**src/rtl/gf180mcu_setn_seq_pkg.sv**
```systemverilog
// Shared types and limits for the gf180mcu SETN release sequencer.
package gf180mcu_setn_seq_pkg;

    localparam int CNT_W     = 4;
    localparam int GI_W      = 3;
    localparam int N_GRP_MIN = 1;
    localparam int N_GRP_MAX = 8;
    localparam int CYC_MIN   = 1;
    localparam int CYC_MAX   = 15;

    typedef enum logic [1:0] {
        IDLE    = 2'd0,
        ASSERT  = 2'd1,
        RELEASE = 2'd2,
        SETTLE  = 2'd3
    } state_e;

    function automatic bit cyc_ok(input int v);
        return (v >= CYC_MIN) && (v <= CYC_MAX);
    endfunction

endpackage

```
**src/rtl/gf180mcu_setn_seq_rst_sync.sv**
```systemverilog
// Two-flop reset synchronizer: asserts asynchronously, deasserts on the second clock edge.
module gf180mcu_setn_seq_rst_sync (
    input  logic clk_i,
    input  logic rst_i,
    output logic rst_s_o
);

    logic [1:0] sync_q;

    always_ff @(posedge clk_i or posedge rst_i) begin
        if (rst_i) begin
            sync_q <= 2'b11;
        end else begin
            sync_q <= {sync_q[0], 1'b0};
        end
    end

    assign rst_s_o = sync_q[1];

endmodule

```
**src/rtl/gf180mcu_setn_release_seq.sv**
```systemverilog
// Staggered SETN release sequencer for a dffsnq bank; holds the bank clock off while sequencing.
// Optional sticky request-while-busy flag (ERR/ERR_CLR) is built when SETN_SEQ_ERR_EN is defined.
module gf180mcu_setn_release_seq
    import gf180mcu_setn_seq_pkg::*;
#(
    parameter int N_GRP       = 4,
    parameter int PW_CYC      = 2,
    parameter int STAGGER_CYC = 1,
    parameter int SETTLE_CYC  = 2
) (
    input  logic             CLK,
    input  logic             RST,
    input  logic             REQ_SET,
`ifdef SETN_SEQ_ERR_EN
    input  logic             ERR_CLR,
    output logic             ERR,
`endif
    output logic [N_GRP-1:0] SETN,
    output logic             CLK_EN,
    output logic             BUSY,
    output logic             DONE
);

    if (N_GRP < N_GRP_MIN || N_GRP > N_GRP_MAX || !cyc_ok(PW_CYC) ||
        !cyc_ok(STAGGER_CYC) || !cyc_ok(SETTLE_CYC)) begin : g_param_err
        $error("gf180mcu_setn_release_seq: parameter out of range");
    end

    localparam logic [CNT_W-1:0] PW_INIT      = CNT_W'(PW_CYC - 1);
    localparam logic [CNT_W-1:0] STAGGER_INIT = CNT_W'(STAGGER_CYC - 1);
    localparam logic [CNT_W-1:0] SETTLE_INIT  = CNT_W'(SETTLE_CYC - 1);
    localparam logic [CNT_W-1:0] CNT_ONE      = CNT_W'(1);
    localparam logic [GI_W-1:0]  GI_ONE       = GI_W'(1);
    localparam logic [GI_W-1:0]  GI_LAST      = GI_W'(N_GRP - 1);
    localparam logic [N_GRP-1:0] GRP0         = N_GRP'(1);

    logic rst_s;

    gf180mcu_setn_seq_rst_sync u_rst_sync (
        .clk_i   (CLK),
        .rst_i   (RST),
        .rst_s_o (rst_s)
    );

    state_e             state_q, state_d;
    logic [CNT_W-1:0]   cnt_q, cnt_d;
    logic [GI_W-1:0]    gi_q, gi_d;
    logic [N_GRP-1:0]   setn_q, setn_d;
    logic               clk_en_q, clk_en_d;
    logic               busy_q, busy_d;
    logic               done_q, done_d;

    always_ff @(posedge CLK or posedge RST) begin
        if (RST) begin
            state_q  <= ASSERT;
            cnt_q    <= PW_INIT;
            gi_q     <= '0;
            setn_q   <= '0;
            clk_en_q <= 1'b0;
            busy_q   <= 1'b1;
            done_q   <= 1'b0;
        end else begin
            state_q  <= state_d;
            cnt_q    <= cnt_d;
            gi_q     <= gi_d;
            setn_q   <= setn_d;
            clk_en_q <= clk_en_d;
            busy_q   <= busy_d;
            done_q   <= done_d;
        end
    end

    always_comb begin
        state_d  = state_q;
        cnt_d    = cnt_q;
        gi_d     = gi_q;
        setn_d   = setn_q;
        clk_en_d = clk_en_q;
        busy_d   = busy_q;
        done_d   = 1'b0;

        // Hold the full-assert state until the synchronized reset has released.
        if (rst_s) begin
            state_d  = ASSERT;
            cnt_d    = PW_INIT;
            gi_d     = '0;
            setn_d   = '0;
            clk_en_d = 1'b0;
            busy_d   = 1'b1;
        end else begin
            unique case (state_q)
                IDLE: begin
                    if (REQ_SET) begin
                        state_d  = ASSERT;
                        cnt_d    = PW_INIT;
                        setn_d   = '0;
                        clk_en_d = 1'b0;
                        busy_d   = 1'b1;
                    end
                end
                ASSERT: begin
                    if (cnt_q == '0) begin
                        setn_d = setn_q | GRP0;
                        gi_d   = GI_ONE;
                        if (N_GRP == 1) begin
                            state_d = SETTLE;
                            cnt_d   = SETTLE_INIT;
                        end else begin
                            state_d = RELEASE;
                            cnt_d   = STAGGER_INIT;
                        end
                    end else begin
                        cnt_d = cnt_q - CNT_ONE;
                    end
                end
                RELEASE: begin
                    if (cnt_q == '0) begin
                        setn_d = setn_q | (GRP0 << gi_q);
                        cnt_d  = STAGGER_INIT;
                        if (gi_q == GI_LAST) begin
                            state_d = SETTLE;
                            cnt_d   = SETTLE_INIT;
                        end else begin
                            gi_d = gi_q + GI_ONE;
                        end
                    end else begin
                        cnt_d = cnt_q - CNT_ONE;
                    end
                end
                SETTLE: begin
                    if (cnt_q == '0) begin
                        done_d = 1'b1;
                        // A pending request re-asserts on the DONE edge so the clock never reopens.
                        if (REQ_SET) begin
                            state_d = ASSERT;
                            cnt_d   = PW_INIT;
                            setn_d  = '0;
                        end else begin
                            state_d  = IDLE;
                            clk_en_d = 1'b1;
                            busy_d   = 1'b0;
                        end
                    end else begin
                        cnt_d = cnt_q - CNT_ONE;
                    end
                end
                default: begin
                    state_d = ASSERT;
                    cnt_d   = PW_INIT;
                    setn_d  = '0;
                end
            endcase
        end
    end

    assign SETN   = setn_q;
    assign CLK_EN = clk_en_q;
    assign BUSY   = busy_q;
    assign DONE   = done_q;

`ifdef SETN_SEQ_ERR_EN
    logic err_q, err_d;

    always_comb begin
        err_d = err_q;
        if (REQ_SET && busy_q && !rst_s) begin
            err_d = 1'b1;
        end else if (ERR_CLR) begin
            err_d = 1'b0;
        end
    end

    always_ff @(posedge CLK or posedge RST) begin
        if (RST) begin
            err_q <= 1'b0;
        end else begin
            err_q <= err_d;
        end
    end

    assign ERR = err_q;
`endif

endmodule

```
**config.mk**
```make
export PLATFORM = sky130hd
export DESIGN_NAME = gf180mcu_setn_release_seq
export DESIGN_NICKNAME = d
export VERILOG_FILES = /design/src/rtl/gf180mcu_setn_seq_pkg.sv /design/src/rtl/gf180mcu_setn_seq_rst_sync.sv /design/src/rtl/gf180mcu_setn_release_seq.sv
export SDC_FILE = /design/constraint.sdc
export NUM_CORES = 1
export LEC_CHECK = 0
export BUFFER_PORTS_ARGS = -buffer_cell sky130_fd_sc_hd__buf_2
export CORE_UTILIZATION = 55
export CTS_BUF_LIST = sky130_fd_sc_hd__clkbuf_8
export CTS_CLUSTER_SIZE = 10
export DETAILED_ROUTE_END_ITERATION = 8
export GPL_TIMING_DRIVEN = 1
export PLACE_DENSITY = 0.77
export SYNTH_ARGS = -nofsm -noshare
export SYNTH_HDL_FRONTEND = slang
export SYNTH_HIERARCHICAL = 1
export SYNTH_SLANG_ARGS = --single-unit
```
**constraint.sdc**
```tcl
create_clock -name CLK -period 1.9 [get_ports CLK]
set_input_delay 0.095 -clock CLK [delete_from_list [all_inputs] [get_ports CLK]]
set_output_delay 0.095 -clock CLK [all_outputs]
set_load 0.1 [all_outputs]
```
==> flow_metrics.py <==
metrics = {
    "clock_tree": {
        "htreeDepth": 1,
        "clk_pin_slew_ns": 0.07,
        "ctsLongestPathBuffers": 2,
        "cts_tree": "built",
        "cts_buffers": 3,
        "clkSinkCount": 18,
        "cts_root_buffer": "clkbuf_8",
        "insertion_delay_ns": 0.25,
    },
    "route": {
        "dr.pass1.iters": 5,
        "vias": 935,
        "dr.first_iter.drc_count": 32,
        "route.detailed.drc": 0,
        "post_drt_wl_per_cell_um": 14.0,
        "ant_nets": 0,
        "viasPerCell": 5.60,
        "routed_wl_um": 2330,
    },
    "logic_synthesis": {
        "ys_ff_latch": 18,
        "syn_avg_cell_area_um2": 9.27,
        "netlist_instances": 122,
        "synth-async-reset-ratio_pct": 100,
        "synth_compound_area_share_pct": 19.4,
        "synth_top_area_share_pct": 28.8,
        "synth.area.mux_share_pct": 1.88,
        "synth.distinct_cells": 37,
        "synth_top_family_by_area": "compound AO/OA/AOI/OAI gates",
        "synth_fa_ha_area_share_pct": 12.2,
        "synthesis.area_um2": 1130,
        "synth_xor_area_share_pct": 0,
        "yosysWarnings": 6,
        "yosys.area.top_type": "dfrtp_1",
        "synthTopCellsByArea": "dfrtp_1, ha_1, dfstp_2, nor2_1, a21oi_1",
        "synth_edf_count": 0,
        "ys.flop_type": "dfrtp_1",
        "synth_nets": 136,
        "ys_seq_area_share_pct": 40.4,
        "yosys.area_share.simple_pct": 19.4,
    },
    "die": {
        "die_w_um": 47.4,
        "start_util_pct": 58.2,
        "io_pins": 10,
        "die_h_um": 47.4,
        "coreArea_um2": 1940,
        "fp.dieArea_um2": 2240,
        "core.rowCount": 16,
    },
    "worst_setup_path": {
        "arrival_ns": 1.94,
        "worstRegToRegCells": 8,
        "cp-end-kind": "flop",
        "worstPathRequired_ns": 2.03,
        "r2r-start": "cnt_q[0]",
        "worstPathMaxFanout": 12,
        "start_kind": "flop",
        "r2r-end": "state_q[1]",
        "path_class": "flop to flop",
        "rrSetupSlack_ns": 0.09,
    },
    "power_and_ir_drop": {
        "seq_power_share_pct": 27.3,
        "p_int_mw": 1.13,
        "p_leak_nw": 0.601,
        "share_comb_of_total_power_pct": 59.4,
        "finalPower_mw": 2.03,
        "ir_drop_mv": 0.898,
        "p_sw_share_pct": 44.3,
        "power.density_nw_per_um2": 1500,
        "power_switching_mw": 0.900,
        "p_clk_share_pct": 13.3,
    },
    "sta": {
        "min_period_ns": 1.81,
        "worst_pin_slew_ns": 0.623,
        "grt_setup_unrepaired": "yes",
        "fin_tns_setup_ns": 0,
        "skew_ns": 0.00318,
        "min_period_over_period_pct": 95.3,
        "max_freq_ghz": 0.552,
        "hold_viol": 0,
        "setup_slack_ns": 0.0891,
        "max_slew_margin_pct": 58.4,
        "slew_violations": 0,
        "finalSetupViolCount": 0,
    },
    "global_route": {
        "grt_pass1_vias": 859,
        "grt.overflow.total": 0,
        "grt_max_degree": 17,
        "grt_util_all_layers_pct": 24.2,
        "antenna_found_initial": 0,
        "grt_pass1_wl_um": 3790,
    },
    "placement": {
        "place_inst": 161,
        "io_buffers": 9,
        "post-place-ws_ns": -0.0198,
        "place_area_um2": 1240,
        "gp_congestion": 0.796,
        "hpwl_um": 1660,
    },
    "finish": {
        "area_growth_pct": 19.9,
        "fillers": 155,
        "drive_gt1_share_pct": 26.4,
        "design_area_um2": 1360,
        "final_cells": 167,
        "num-nets-final": 155,
        "num_antenna_cells": 0,
    },
    "flow_run": {
        "max-cap-violations": 0,
    },
    "status": {
        "outcome": "finished clean",
    },
    "worst_hold_path": {
        "holdCritPathClass": "primary input to flop",
        "min_to": "cnt_q[0]",
        "hp-start": "REQ_SET",
        "holdPathStages": 3,
    },
}
[metrics by stage]
step | utilization (%) | hold WS [ns]
finish | 69.8 | 0.171
CTS | 66.9 | 0.160
detailed placement | 63.9 | 0.129
floorplan | - | 0.00650
global route | 69.8 | 0.192
global placement | 63.9 | 0.123
[worst max-delay path, stage by stage, from the launching register on]
cell and delay [ns]:
dfstp_2 0.54, inv_1 0.06, ha_1 0.20, nor3b_1 0.14, buf_4 0.18, o221ai_4 0.19, buf_4 0.15, mux2i_1 0.17
nor2_1 0.05
[Yosys cell counts (2+ instances only)]
cell	instances
a21oi_1	10
a31oi_1	2
buf_2	2
buf_4	2
dfrtp_1	13
dfstp_2	5
ha_1	11
inv_1	12
nand2_1	9
nand2b_1	3
nor2_1	14
nor2b_1	2
nor3_1	5
nor3b_1	2
nor4_1	3
o211ai_1	2
o21ai_1	5
[worst max-delay path by stage]
stage	startpoint	to	slack, ns	cells past startpoint
final	cnt_q[0]	state_q[1]	0.09	8
after CTS	cnt_q[0]	SETN[3]	0.04	6
after detailed placement	state_q[0]	SETN[2]	-0.02	6
after global placement	state_q[0]	SETN[1]	0.06	6
after global routing	cnt_q[1]	state_q[0]	-0.04	7
after floorplan	state_q[0]	SETN[1]	0.01	7
[layer usage]
metal / share of wire (%) / track usage, % / wire length [µm] / up-vias
met3: 4.7 / 3.85 / 110 / 7
met5: 0 / 0 / 0 / -
met4: 1.7 / 9.71 / 40 / 0
met1: 46 / 31.6 / 1070 / 439
li1: - / - / - / 456
met2: 48 / 39.7 / 1110 / 33
[power groups by stage]
stage	combinational [mW]	clock, mW	sequential, mW
after floorplan	0.697	0	0.664
after global placement	1.05	0	0.552
after detailed placement	1.07	0	0.558
after CTS	1.08	0.270	0.552
after global routing	1.32	0.288	0.567
final	1.21	0.271	0.555
[timing repair]
| action | in CTS | in global routing |
|---|---|---|
| pin swaps | 0 | 3 |
| endpoints found under the hold margin | 15 | 0 |
| setup buffers | 0 | 1 |
| gates resized for setup | 1 | 9 |
| hold buffers | 1 | 0 |
| setup endpoints to repair | 2 | 7 |
[layout make-up]
cell class	instances	area, µm²	share of cell area (%)
Clock buffer	3	41.3	3.04
Clock inverter	1	3.75	0.277
Inverter	12	45.0	3.32
Multi-Input combinational cell	87	653	48.2
Sequential cell	18	457	33.7
Tap cell	27	33.8	2.49
Timing Repair Buffer	19	123	9.04
[state kept, by name, summed over array words and instances (netlist names)]
register and count:
CLK_EN 1, BUSY 1, gi_q 3, SETN 4
state_q 2, u_rst_sync/sync_q 2, cnt_q 4, DONE 1
[cell usage in the layout, fill, tap and decap left out, drive strengths merged, types with 2 or more instances in the layout]
master   count
a2111oi      2
a21oi       10
a31oi        2
buf         18
clkbuf       3
dfrtp       13
dfstp        5
ha          11
inv         13
nand2        9
nand2b       3
nor2        14
nor2b        2
nor3         6
nor3b        2
nor4         3
o211ai       2
o21ai        6
[cell families after synthesis]
logic type | after synthesis
and+or+nand+nor | 43
AOI/OAI and AO/OA | 30
DFF | 18
buffers and inverters | 17
adders and majority gates | 11
muxes | 2
other | 1
No activity file was read; power rests on OpenSTA's default activity.
